--- config.mk ---
export PLATFORM = sky130hd
export DESIGN_NAME = ctrl_decode_pipe
export DESIGN_NICKNAME = d
export VERILOG_FILES = /design/src/rtl/ctrl_pkg.sv /design/src/rtl/ctrl_decode_comb.sv /design/src/rtl/ctrl_decode_pipe.sv
export SDC_FILE = /design/constraint.sdc
export NUM_CORES = 1
export LEC_CHECK = 0
export BUFFER_PORTS_ARGS = -buffer_cell sky130_fd_sc_hd__buf_2
export CORE_ASPECT_RATIO = 0.8
export CORE_UTILIZATION = 25
export DETAILED_ROUTE_END_ITERATION = 8
export GPL_ROUTABILITY_DRIVEN = 1
export SYNTH_ARGS = -nofsm -noshare
export SYNTH_HDL_FRONTEND = slang
export SYNTH_SLANG_ARGS = --single-unit
--- constraint.sdc ---
create_clock -name clk -period 2.2 [get_ports clk]
set_input_delay 0.66 -clock clk [delete_from_list [all_inputs] [get_ports clk]]
set_output_delay 0.66 -clock clk [all_outputs]
set_load 0.1 [all_outputs]
--- src/rtl/ctrl_pkg.sv ---
// Shared opcode constants, control-bundle types and halt FSM states for the
// RV32I main-control decode stage.
package ctrl_pkg;

    localparam logic [6:0] OP_RTYPE  = 7'b0110011;
    localparam logic [6:0] OP_ITYPE  = 7'b0010011;
    localparam logic [6:0] OP_LOAD   = 7'b0000011;
    localparam logic [6:0] OP_STORE  = 7'b0100011;
    localparam logic [6:0] OP_BRANCH = 7'b1100011;
    localparam logic [6:0] OP_JAL    = 7'b1101111;
    localparam logic [6:0] OP_JALR   = 7'b1100111;
    localparam logic [6:0] OP_LUI    = 7'b0110111;
    localparam logic [6:0] OP_AUIPC  = 7'b0010111;
    localparam logic [6:0] OP_HALT   = 7'b1111111;

    typedef enum logic [1:0] {
        ALU_ADD    = 2'b00,
        ALU_BRANCH = 2'b01,
        ALU_RTYPE  = 2'b10,
        ALU_ITYPE  = 2'b11
    } aluop_e;

    typedef enum logic [1:0] {
        RW_ALU_MEM = 2'b00,
        RW_PC4     = 2'b01,
        RW_IMM     = 2'b10,
        RW_PC_IMM  = 2'b11
    } rwsel_e;

    typedef struct packed {
        logic   alu_src;
        logic   mem_to_reg;
        logic   reg_write;
        logic   mem_read;
        logic   mem_write;
        aluop_e alu_op;
        logic   branch;
        logic   jump;
        logic   jalr_sel;
        rwsel_e rw_sel;
        logic   illegal;
    } ctrl_bundle_t;

    localparam ctrl_bundle_t CTRL_BUBBLE = '{
        alu_src:    1'b0,
        mem_to_reg: 1'b0,
        reg_write:  1'b0,
        mem_read:   1'b0,
        mem_write:  1'b0,
        alu_op:     ALU_ADD,
        branch:     1'b0,
        jump:       1'b0,
        jalr_sel:   1'b0,
        rw_sel:     RW_ALU_MEM,
        illegal:    1'b0
    };

    typedef enum logic [1:0] {
        RUN     = 2'b00,
        DRAIN   = 2'b01,
        HALTED  = 2'b10
    } halt_state_e;

endpackage

--- src/rtl/ctrl_decode_comb.sv ---
// Pure combinational opcode -> control-bundle decoder. HALT decodes to an
// all-zero bundle; anything unrecognised sets only the illegal flag.
module ctrl_decode_comb
    import ctrl_pkg::*;
#(
    parameter int OPCODE_W = 7
) (
    input  logic [OPCODE_W-1:0] i_opcode,
    output ctrl_bundle_t        o_ctrl
);

    always_comb begin
        // NOTE: default the whole bundle first so no path through the case leaves a field unassigned (no latch).
        o_ctrl = CTRL_BUBBLE;
        case (i_opcode)
            OP_RTYPE: begin
                o_ctrl.reg_write = 1'b1;
                o_ctrl.alu_op    = ALU_RTYPE;
            end
            OP_ITYPE: begin
                o_ctrl.alu_src   = 1'b1;
                o_ctrl.reg_write = 1'b1;
                o_ctrl.alu_op    = ALU_ITYPE;
            end
            OP_LOAD: begin
                o_ctrl.alu_src    = 1'b1;
                o_ctrl.mem_to_reg = 1'b1;
                o_ctrl.reg_write  = 1'b1;
                o_ctrl.mem_read   = 1'b1;
            end
            OP_STORE: begin
                o_ctrl.alu_src   = 1'b1;
                o_ctrl.mem_write = 1'b1;
            end
            OP_BRANCH: begin
                o_ctrl.branch = 1'b1;
                o_ctrl.alu_op = ALU_BRANCH;
            end
            OP_JAL: begin
                o_ctrl.jump      = 1'b1;
                o_ctrl.reg_write = 1'b1;
                o_ctrl.rw_sel    = RW_PC4;
            end
            OP_JALR: begin
                o_ctrl.jump      = 1'b1;
                o_ctrl.jalr_sel  = 1'b1;
                o_ctrl.alu_src   = 1'b1;
                o_ctrl.reg_write = 1'b1;
                o_ctrl.rw_sel    = RW_PC4;
            end
            OP_LUI: begin
                o_ctrl.alu_src   = 1'b1;
                o_ctrl.reg_write = 1'b1;
                o_ctrl.rw_sel    = RW_IMM;
            end
            OP_AUIPC: begin
                o_ctrl.alu_src   = 1'b1;
                o_ctrl.reg_write = 1'b1;
                o_ctrl.rw_sel    = RW_PC_IMM;
            end
            OP_HALT: begin
                o_ctrl = CTRL_BUBBLE;
            end
            default: begin
                o_ctrl.illegal = 1'b1;
            end
        endcase
    end

endmodule

--- src/rtl/ctrl_decode_pipe.sv ---
// ID/EX control register with stall/flush handling plus the halt FSM that
// stops fetch, drains for DRAIN_CYCLES and then reports halted.
module ctrl_decode_pipe
    import ctrl_pkg::*;
#(
    parameter int OPCODE_W     = 7,
    parameter int ALUOP_W      = 2,
    parameter int DRAIN_CYCLES = 4,
    parameter int CNT_W        = $clog2(DRAIN_CYCLES + 1)
) (
    input  logic                clk,
    input  logic                reset,
    input  logic                valid_i,
    input  logic [OPCODE_W-1:0] opcode_i,
    input  logic                stall_i,
    input  logic                flush_i,
    output logic                ALUSrc,
    output logic                MemtoReg,
    output logic                RegWrite,
    output logic                MemRead,
    output logic                MemWrite,
    output logic [ALUOP_W-1:0]  ALUOp,
    output logic                Branch,
    output logic                Jump,
    output logic                JalrSel,
    output logic [1:0]          RWSel,
    output logic                valid_o,
    output logic                illegal_o,
    output logic                fetch_en_o,
    output logic                halted_o
);

    ctrl_bundle_t w_dec;
    logic         w_halt_accept;

    ctrl_bundle_t r_ctrl;
    logic         r_valid;
    halt_state_e  r_state;
    logic [CNT_W-1:0] r_count;
    logic         r_halted;

    ctrl_decode_comb #(
        .OPCODE_W (OPCODE_W)
    ) u_decode (
        .i_opcode (opcode_i),
        .o_ctrl   (w_dec)
    );

    assign w_halt_accept = (r_state == RUN) && valid_i && (opcode_i == OP_HALT)
                           && !stall_i && !flush_i;

    // ID/EX boundary register. HALTED ignores flush/stall and only ever loads bubbles.
    always_ff @(posedge clk) begin
        // NOTE: state registers use non-blocking assignment so every flop samples pre-edge values.
        if (reset) begin
            r_ctrl  <= CTRL_BUBBLE;
            r_valid <= 1'b0;
        end else if (r_state == HALTED || flush_i) begin
            r_ctrl  <= CTRL_BUBBLE;
            r_valid <= 1'b0;
        end else if (stall_i) begin
            r_ctrl  <= r_ctrl;
            r_valid <= r_valid;
        end else if (r_state != RUN || !valid_i) begin
            r_ctrl  <= CTRL_BUBBLE;
            r_valid <= 1'b0;
        end else begin
            r_ctrl  <= w_dec;
            r_valid <= 1'b1;
        end
    end

    always_ff @(posedge clk) begin
        if (reset) begin
            r_state  <= RUN;
            r_count  <= '0;
            r_halted <= 1'b0;
        end else begin
            case (r_state)
                RUN: begin
                    if (w_halt_accept) begin
                        r_state <= DRAIN;
                        r_count <= CNT_W'(DRAIN_CYCLES);
                    end
                end
                DRAIN: begin
                    // A flush means the HALT was on a squashed path: resume.
                    if (flush_i) begin
                        r_state <= RUN;
                        r_count <= '0;
                    end else if (!stall_i) begin
                        if (r_count == CNT_W'(1)) begin
                            r_state  <= HALTED;
                            r_count  <= '0;
                            r_halted <= 1'b1;
                        end else begin
                            r_count <= r_count - CNT_W'(1);
                        end
                    end
                end
                HALTED: begin
                    r_halted <= 1'b1;
                end
                default: begin
                    r_state  <= RUN;
                    r_count  <= '0;
                    r_halted <= 1'b0;
                end
            endcase
        end
    end

    assign fetch_en_o = (r_state == RUN) && !stall_i;

    assign ALUSrc    = r_ctrl.alu_src;
    assign MemtoReg  = r_ctrl.mem_to_reg;
    assign RegWrite  = r_ctrl.reg_write;
    assign MemRead   = r_ctrl.mem_read;
    assign MemWrite  = r_ctrl.mem_write;
    assign ALUOp     = ALUOP_W'(r_ctrl.alu_op);
    assign Branch    = r_ctrl.branch;
    assign Jump      = r_ctrl.jump;
    assign JalrSel   = r_ctrl.jalr_sel;
    assign RWSel     = r_ctrl.rw_sel;
    assign valid_o   = r_valid;
    assign illegal_o = r_ctrl.illegal;
    assign halted_o  = r_halted;

endmodule

### After elaboration in Yosys (flattened, before gate mapping)

Index checks and enable logic that the tools add are counted.

| storage, ports and cells | value |
|---|---|
| bits of input ports | 12 |
| word-level logic and storage cells | 83 |
| bits in registers | 20 |
| output and inout port bits | 16 |

| operators by class | value |
|---|---|
| $add $sub $neg | 1 |
| mux-type cells | 26 |
| reductions and logical operators | 20 |
| bitwise operators | 2 |
| equality and inequality tests | 19 |

Operator list:

| cell | count |
|---|---|
| 7-bit equality test (second input constant) | 4 |
| 7-bit by 6-bit equality test with 1-bit output (second input constant) | 3 |
| 2-bit case mux with 3 select lines | 3 |
| 7-bit by 5-bit equality test with 1-bit output (second input constant) | 2 |
| 13-bit 2-to-1 mux | 1 |
| 1-bit 2-to-1 mux | 12 |
| 3-bit 2-to-1 mux | 4 |
| 10-bit OR reduction | 1 |
| 3-bit case mux with 3 select lines | 1 |
| 2-bit 2-to-1 mux | 4 |
| 2-bit != test (second input constant) | 4 |
| 4-bit AND reduction | 2 |
| 7-bit by 2-bit equality test with 1-bit output (second input constant) | 1 |
| 7-bit OR reduction | 1 |
| 3-bit != test (second input constant) | 2 |
| 6-bit OR reduction | 1 |
| 1-bit logical AND | 5 |
| 2-bit OR reduction | 2 |
| 3-bit by 1-bit equality test with 1-bit output (second input constant) | 1 |
| 1-bit logical NOT | 3 |
| 1-bit case mux with 3 select lines | 1 |
| 3-bit AND reduction | 1 |
| 3-bit by 1-bit subtractor with 3-bit output (second input constant) | 1 |
| 2-bit by 1-bit equality test with 1-bit output (second input constant) | 1 |
| 5 further kinds | 7 |

### Longest topological paths before layout

Gate-level depths: netlist (run 1).

| depth | value |
|---|---|
| word-level depth | 7 |
| gate-level depth with buffers | 6 |
| mapped depth without buffers | 6 |

### Modules after synthesis

From an unflattened synthesis (run 1), not the netlist that was laid out.

| second synthesis, totals | value |
|---|---|
| cells, all modules | 132 |
| area, all modules | 1103.6 um2 |

By module, submodules not included:

| module | cells each | area each (um2) | instances | seq. area each (um2) |
|---|---|---|---|---|
| ctrl_decode_pipe | 101 | 919.6 | 1 | 400.4 |
| ctrl_decode_comb | 31 | 183.9 | 1 | 0.0 |

### Worst setup path before layout (run 1)

OpenSTA, ideal clock, no wires.

| timing path | value |
|---|---|
| path kind | input-to-output |
| from | input port stall_i |
| to | output port fetch_en_o |
| stages on the path | 2 |
| data required time | 1.540 ns |
| data arrival time | 2.173 ns |
| slack | -0.633 ns |
| cells stage by stage | clkbuf_1 > nor2b_1 |

| between the ends | value |
|---|---|
| cells in the longest elaborated chain, start to end | 2 |

RTL lines:

| element | line | source |
|---|---|---|
| start: declaration | ctrl_decode_pipe.sv:15 | `input logic stall_i,` |
| 1-bit logical NOT | ctrl_decode_pipe.sv:113 | `assign fetch_en_o = (r_state == RUN) && !stall_i;` |
| 1-bit logical AND | ctrl_decode_pipe.sv:113 |  |
| end: declaration | ctrl_decode_pipe.sv:29 | `output logic fetch_en_o,` |

Every way passes these cells.

### Worst setup path after layout (run 1)

| timing path | value |
|---|---|
| from | register r_state[0] |
| to | output port fetch_en_o |

| between the ends | value |
|---|---|
| cells in the longest elaborated chain, start to end | 2 |

RTL lines:

| element | line | source |
|---|---|---|
| start: declaration | ctrl_decode_pipe.sv:38 | `halt_state_e r_state;` |
| start signal: assignment | ctrl_decode_pipe.sv:75 | `r_state <= RUN;` |
| start signal: assignment | ctrl_decode_pipe.sv:82 | `r_state <= DRAIN;` |
| start signal: assignment | ctrl_decode_pipe.sv:89 | `r_state <= RUN;` |
| 2-bit logical NOT | ctrl_decode_pipe.sv:113 |  |
| 1-bit logical AND | ctrl_decode_pipe.sv:113 |  |

Every way passes these cells.

==> results of run 1 <==
## area by class of cell
| type | instances | area [sq um] | share of cell area (%) |
|---|---|---|---|
| Timing Repair Buffer | 29 | 165 | 12.6 |
| Inverter | 5 | 18.8 | 1.44 |
| Multi-Input combinational cell | 96 | 627 | 48.0 |
| Tap cell | 55 | 68.8 | 5.27 |
| Sequential cell | 19 | 380 | 29.1 |
| Clock inverter | 1 | 5.00 | 0.383 |
| Clock buffer | 3 | 41.3 | 3.16 |
## how the worst max path moves through the flow
stage	slack, ns	start	endpoint
after floorplan	0.17	MemRead	MemtoReg
after global placement	0.25	stall_i	halted_o
after detailed placement	0.25	stall_i	halted_o
after CTS	0.13	r_state[0]	fetch_en_o
after global routing	0.06	r_state[0]	fetch_en_o
final	0.16	r_state[0]	fetch_en_o
## where the power goes
group	total, W	internal, W	switching, W
combinational	0.0000876	0.0000280	0.0000596
clock	0.000241	0.000126	0.000115
sequential	0.000346	0.000345	0.000000834
## state kept, by name (all words and copies together) (netlist names)
register	count
r_count	3
ALUOp	2
RWSel	2
r_state	2
ALUSrc	1
Branch	1
JalrSel	1
Jump	1
MemRead	1
MemWrite	1
RegWrite	1
halted_o	1
illegal_o	1
valid_o	1
## per-stage QoR
step / total power [W] / utilization [%]
2_1_floorplan: 0.000409 / -
3_3_place_gp: 0.000442 / 32.3
3_5_place_dp: 0.000441 / 32.3
4_1_cts: 0.000683 / 33.5
5_1_grt: 0.000715 / 33.5
6_report: 0.000675 / 33.5
## worst register-to-register path, stage by stage, from the launching register on
cell and delay [ns]:
dfxtp_1 0.36, inv_1 0.09, ha_1 0.29, nor2_1 0.30, a31oi_4 0.07, or4_1 0.48, a21oi_1 0.14
## cells by family after synthesis
| family | count (synthesis) | share of synthesized area (%) |
|---|---|---|
| simple gates | 52 | 26.9 |
| compound gates | 35 | 22.3 |
| flops | 19 | 36.5 |
| fa+ha+maj | 6 | 7.20 |
| mux | 3 | 3.00 |
| buf+inv | 10 | 4.08 |
## cell usage after synthesis (3+ instances only)
cell / count
dfxtp_1: 19
a21oi_1: 13
nor2_1: 13
nand2_1: 12
ha_1: 6
o21ai_0: 6
inv_1: 5
nor3_1: 5
nor2b_1: 4
a22oi_1: 3
clkbuf_1: 3
nand2b_1: 3
## per-layer routing
metal  part of all wire (%)  global-route usage, %
met2                     42                   16.5
met3                    3.3                   3.20
met5                      0                      0
met1                     54                   16.9
met4                   0.94                   4.12
==> metrics.yaml, run 1 <==
stdcell_count: 208
worst_path_dominant_cell_family: "flip-flops"
path_class: "flop to output pin"
placed_area_sq_mm: 0.00126
async_reset_ff_share_pct: 0
ys_warn_count: 0
finalHoldViolCount: 0
finalInstanceArea_sq_mm: 0.00131
ir_drop_mv: 0.352
die_y_um: 59.8
whs_path_depth: 2
netlist.area_leader.share_pct: 36.5
worst_ep_required_time_ns: 1.54
crit_fanout: 7
dp_slack_ns: 0.249
syn_nets: 143
worstHoldEndpoint: "ALUOp[0]"
r2r_slack_ns: 0.41
ant_nets: 0
skew_ns: 0.00539
rsz0062_at_grt: "no"
r2r-start: "r_state[0]"
path_buf_inv: 2
outcome: "completed"
routed_wl_mm: 2.35
postCtsHoldBufs: 0
slowest_stage: "dfxtp_1"
avgSynthCellArea_sq_um: 8.34
syn2layout_area_growth_pct: 25.3
layout_commonest_cell: "buf_2"
nFillCells: 435
fmax_mhz: 489
synth_area_leaders: "dfxtp_1, ha_1, a21oi_1"
drc: 0
synth_top_area_cell: "dfxtp_1"
cellPowerDensity_mw_per_mm2: 517
slew_headroom_pct: 67.6
total_leakage_power_nw: 0.507
ys.flop_type: "dfxtp_1"
crit_chain: "inv_1 > ha_1 > nor2b_4 > buf_12"
drt-initial-drc-count: 27
cts_max_level: 1
grt_pass1_wl_mm: 3.91
grt_max_degree: 14
setup_violations: 0
cts.sinks: 19
ys_seq_area_share_pct: 36.5
die_area_sq_mm: 0.00443
yosys_register_bits: 19
clkLatencyLatePin_ns: 0.26
finalCritPeriodShare_pct: 92.9
clockBufferDepth: 2
initial_core_util_pct: 26.7
routedWlPerCell_um: 11.3
gr-usage-all-layers_pct: 11.7
fin_ws_ns: 0.156
cp.depth: 4
synth-edff-count: 0
antenna_found_initial: 0
period_minus_slack_ns: 2.04
hold_class: "flop to flop"
netlist-cell-type-count: 40
r2r_end: "r_count[1]"
worstMarginPinSlew_ns: 0.489
io-pin-count: 28
dp_hpwl_mm: 1.76
cap_viol_max_count: 0
cts_made_buffers: 3
synth_cells: 125
syn_area_sq_mm: 0.00104
dp_cells: 204
cts_tree: "built"
cp_data_arrival_time_ns: 1.38
drive_above_1_share_pct: 28.1
postCtsSetupBuffers: 0
grt_pass1_vias: 845
tns_ns: 0
drv_slew: 0
cts-resized-gates: 0
vias_per_cell: 4.63
hold_slack_ns: 0.462
vias: 962
layout_common_cells: "buf_2, dfxtp_1, nor2_1, a21oi_1, nand2_1"
drtPass1Iterations: 4
overflow: 0
finish.net_count: 172
clkSlewWorstSetupHoldPaths_ns: 0.07
die_x_um: 74.2
root_buffer: "clkbuf_8"
core_area_sq_mm: 0.00390
critPathMaxStageDelay_ns: 0.33
diodes: 0
min_from: "ALUOp[0]"
gp_congestion: 0.835
r2r_cells: 6
startpoint_type: "flop"
rows: 20
end_kind: "output pin"
portBuffers: 27
Power figures use the tool's default switching activity.
==> inputs of run 2 (changes only) <==
- CTS_CLUSTER_DIAMETER: not set -> 30
- GPL_TIMING_DRIVEN: not set -> 0
==> metrics.yaml, run 2 (synthesis gave the netlist of run 1 again) <==
outcome: "completed"
skew_ns: 0.00199  # -0.00340 ns
crit_fanout: 10  # +3
finalPower_w: 0.000678  # +0.39%
clkSlewWorstSetupHoldPaths_ns: 0.07  # about the same
drv_slew: 0  # unchanged
drt-initial-drc-count: 55  # +100%
overflow: 0  # unchanged
core_area_sq_mm: 0.00390  # unchanged
drc: 0  # unchanged
drive_above_1_share_pct: 26.5  # -1.7 points
nFillCells: 443  # +1.8%
antenna_found_initial: 0  # unchanged
vias_per_cell: 4.72  # +2.0%
grt_max_degree: 11  # -3
hold_class: "flop to flop"
fin_ws_ns: 0.0828  # -0.0731 ns
wl_met3_um: 144  # +87%
layout_common_cells: "buf_2, dfxtp_1, nor2_1, a21oi_1, nand2_1"
root_buffer: "clkbuf_8"
cts.sinks: 19  # unchanged
rows: 20  # unchanged
setup_violations: 0  # unchanged
diodes: 0  # unchanged
multi_input_area_sq_um: 627  # unchanged
worst_ep_required_time_ns: 1.54  # about the same
rsz0062_at_grt: "no"
slew_headroom_pct: 45.5  # -22 points
period_minus_slack_ns: 2.12  # +0.0731 ns
cts_tree: "built"
clkLatencyLatePin_ns: 0.26  # about the same
portBuffers: 26  # -3.7%
placed_area_sq_mm: 0.00125  # -0.89%
routedWlPerCell_um: 11.7  # +3.9%
die_x_um: 74.2  # unchanged
startpoint_type: "input port"
dp_slack_ns: -0.0525  # -0.301 ns
grt_pass1_vias: 872  # +3.2%
cts_made_buffers: 3  # unchanged
gr-usage-all-layers_pct: 12.4  # +0.67 points
postCtsSetupBuffers: 0  # unchanged
finalCritPeriodShare_pct: 96.2  # +3.3 points
vias: 991  # +3.0%
ant_nets: 0  # unchanged
hold_slack_ns: 0.465  # +0.00354 ns
grt_pass1_wl_mm: 4.08  # +4.2%
io-pin-count: 28  # unchanged
gp_congestion: 0.788  # -5.6%
worstMarginPinSlew_ns: 0.810  # +0.321 ns
finalHoldViolCount: 0  # unchanged
cts_max_level: 1  # unchanged
clockBufferDepth: 2  # unchanged
cap_viol_max_count: 0  # unchanged
routed_wl_mm: 2.47  # +4.8%
syn2layout_area_growth_pct: 24.4
largest_register_ffs: 3  # unchanged
wl_met2_mm: 1.03  # +5.4%
die_area_sq_mm: 0.00443  # unchanged
top_register: "r_count"
ir_drop_mv: 0.168  # -52%
cellPowerDensity_mw_per_mm2: 523  # +1.2%
path_class: "input port to output pin"
layout_commonest_cell: "buf_2"
initial_core_util_pct: 26.7  # unchanged
cp_data_arrival_time_ns: 1.46  # +0.08 ns
end_kind: "output pin"
wl_met1_mm: 1.26  # -0.86%
dp_hpwl_mm: 1.86  # +5.8%
die_y_um: 59.8  # unchanged
seqCellArea_sq_um: 380  # unchanged
finalInstanceArea_sq_mm: 0.00130  # -0.77%
drtPass1Iterations: 4  # unchanged
finish.net_count: 174  # +1.2%
top_layer_used: "met4"
fin_util_pct: 33.2  # -0.26 points
fmax_mhz: 472  # -3.5%
total_leakage_power_nw: 0.499  # -1.7%
[run 2: changes by cell type in the layout (fill, tap and decap cells not counted), sizes merged]
cell / previous run / this run
buf: 29 / 28
clkinv: 1 / 0
clkbuf: 3 / 7
[run 2: worst paths after layout]
kind                   start          to  slack, ns  cells after the start
setup reg to reg  r_state[0]     MemRead       0.19                      6
hold / removal      ALUOp[0]    ALUOp[0]       0.47                      2
hold reg to reg     ALUOp[0]    ALUOp[0]       0.47                      2
setup / recovery     stall_i  fetch_en_o       0.08                      4
[run 2: area by class of cell]
type | count | share of cell area, %
repair buffers | 26 | 10.2
multi-input cells | 96 | 48.4
inverters | 5 | 1.45
plain buffers | 5 | 1.83
well taps | 55 | 5.31
flip-flops and latches | 19 | 29.3
clock buffers | 4 | 3.47
[run 2: worst max-delay path: stages]
cell	delay, ns
buf_2	0.11
clkbuf_1	0.24
nor2b_4	0.15
buf_4	0.29
[run 2: where the power goes]
group | internal [W] | switching [W] | total [W] | leakage [nW]
Sequential | 0.000345 | 0.000000875 | 0.000346 | 0.153
Combinational | 0.0000253 | 0.0000594 | 0.0000847 | 0.323
Clock | 0.000129 | 0.000118 | 0.000247 | 0.0228
[run 2: stage by stage]
| step | setup TNS, ns | cells |
|---|---|---|
| finish | 0 | 210 |
| global route | 0 | 210 |
| global placement | -0.0536 | 206 |
| floorplan | 0 | 125 |
| CTS | 0 | 210 |
| detailed placement | -0.0525 | 206 |
[run 2: timing repair]
item                                    in CTS  in global routing
gates resized for setup                      1                  0
hold buffers                                 0                  0
endpoints found under the setup margin       1                  0
[run 2: routing by layer]
layer	track usage, %	up-vias
met3	3.88	2
met4	4.95	0
met2	17.1	22
met1	17.6	456
li1	-	511
met5	0	-
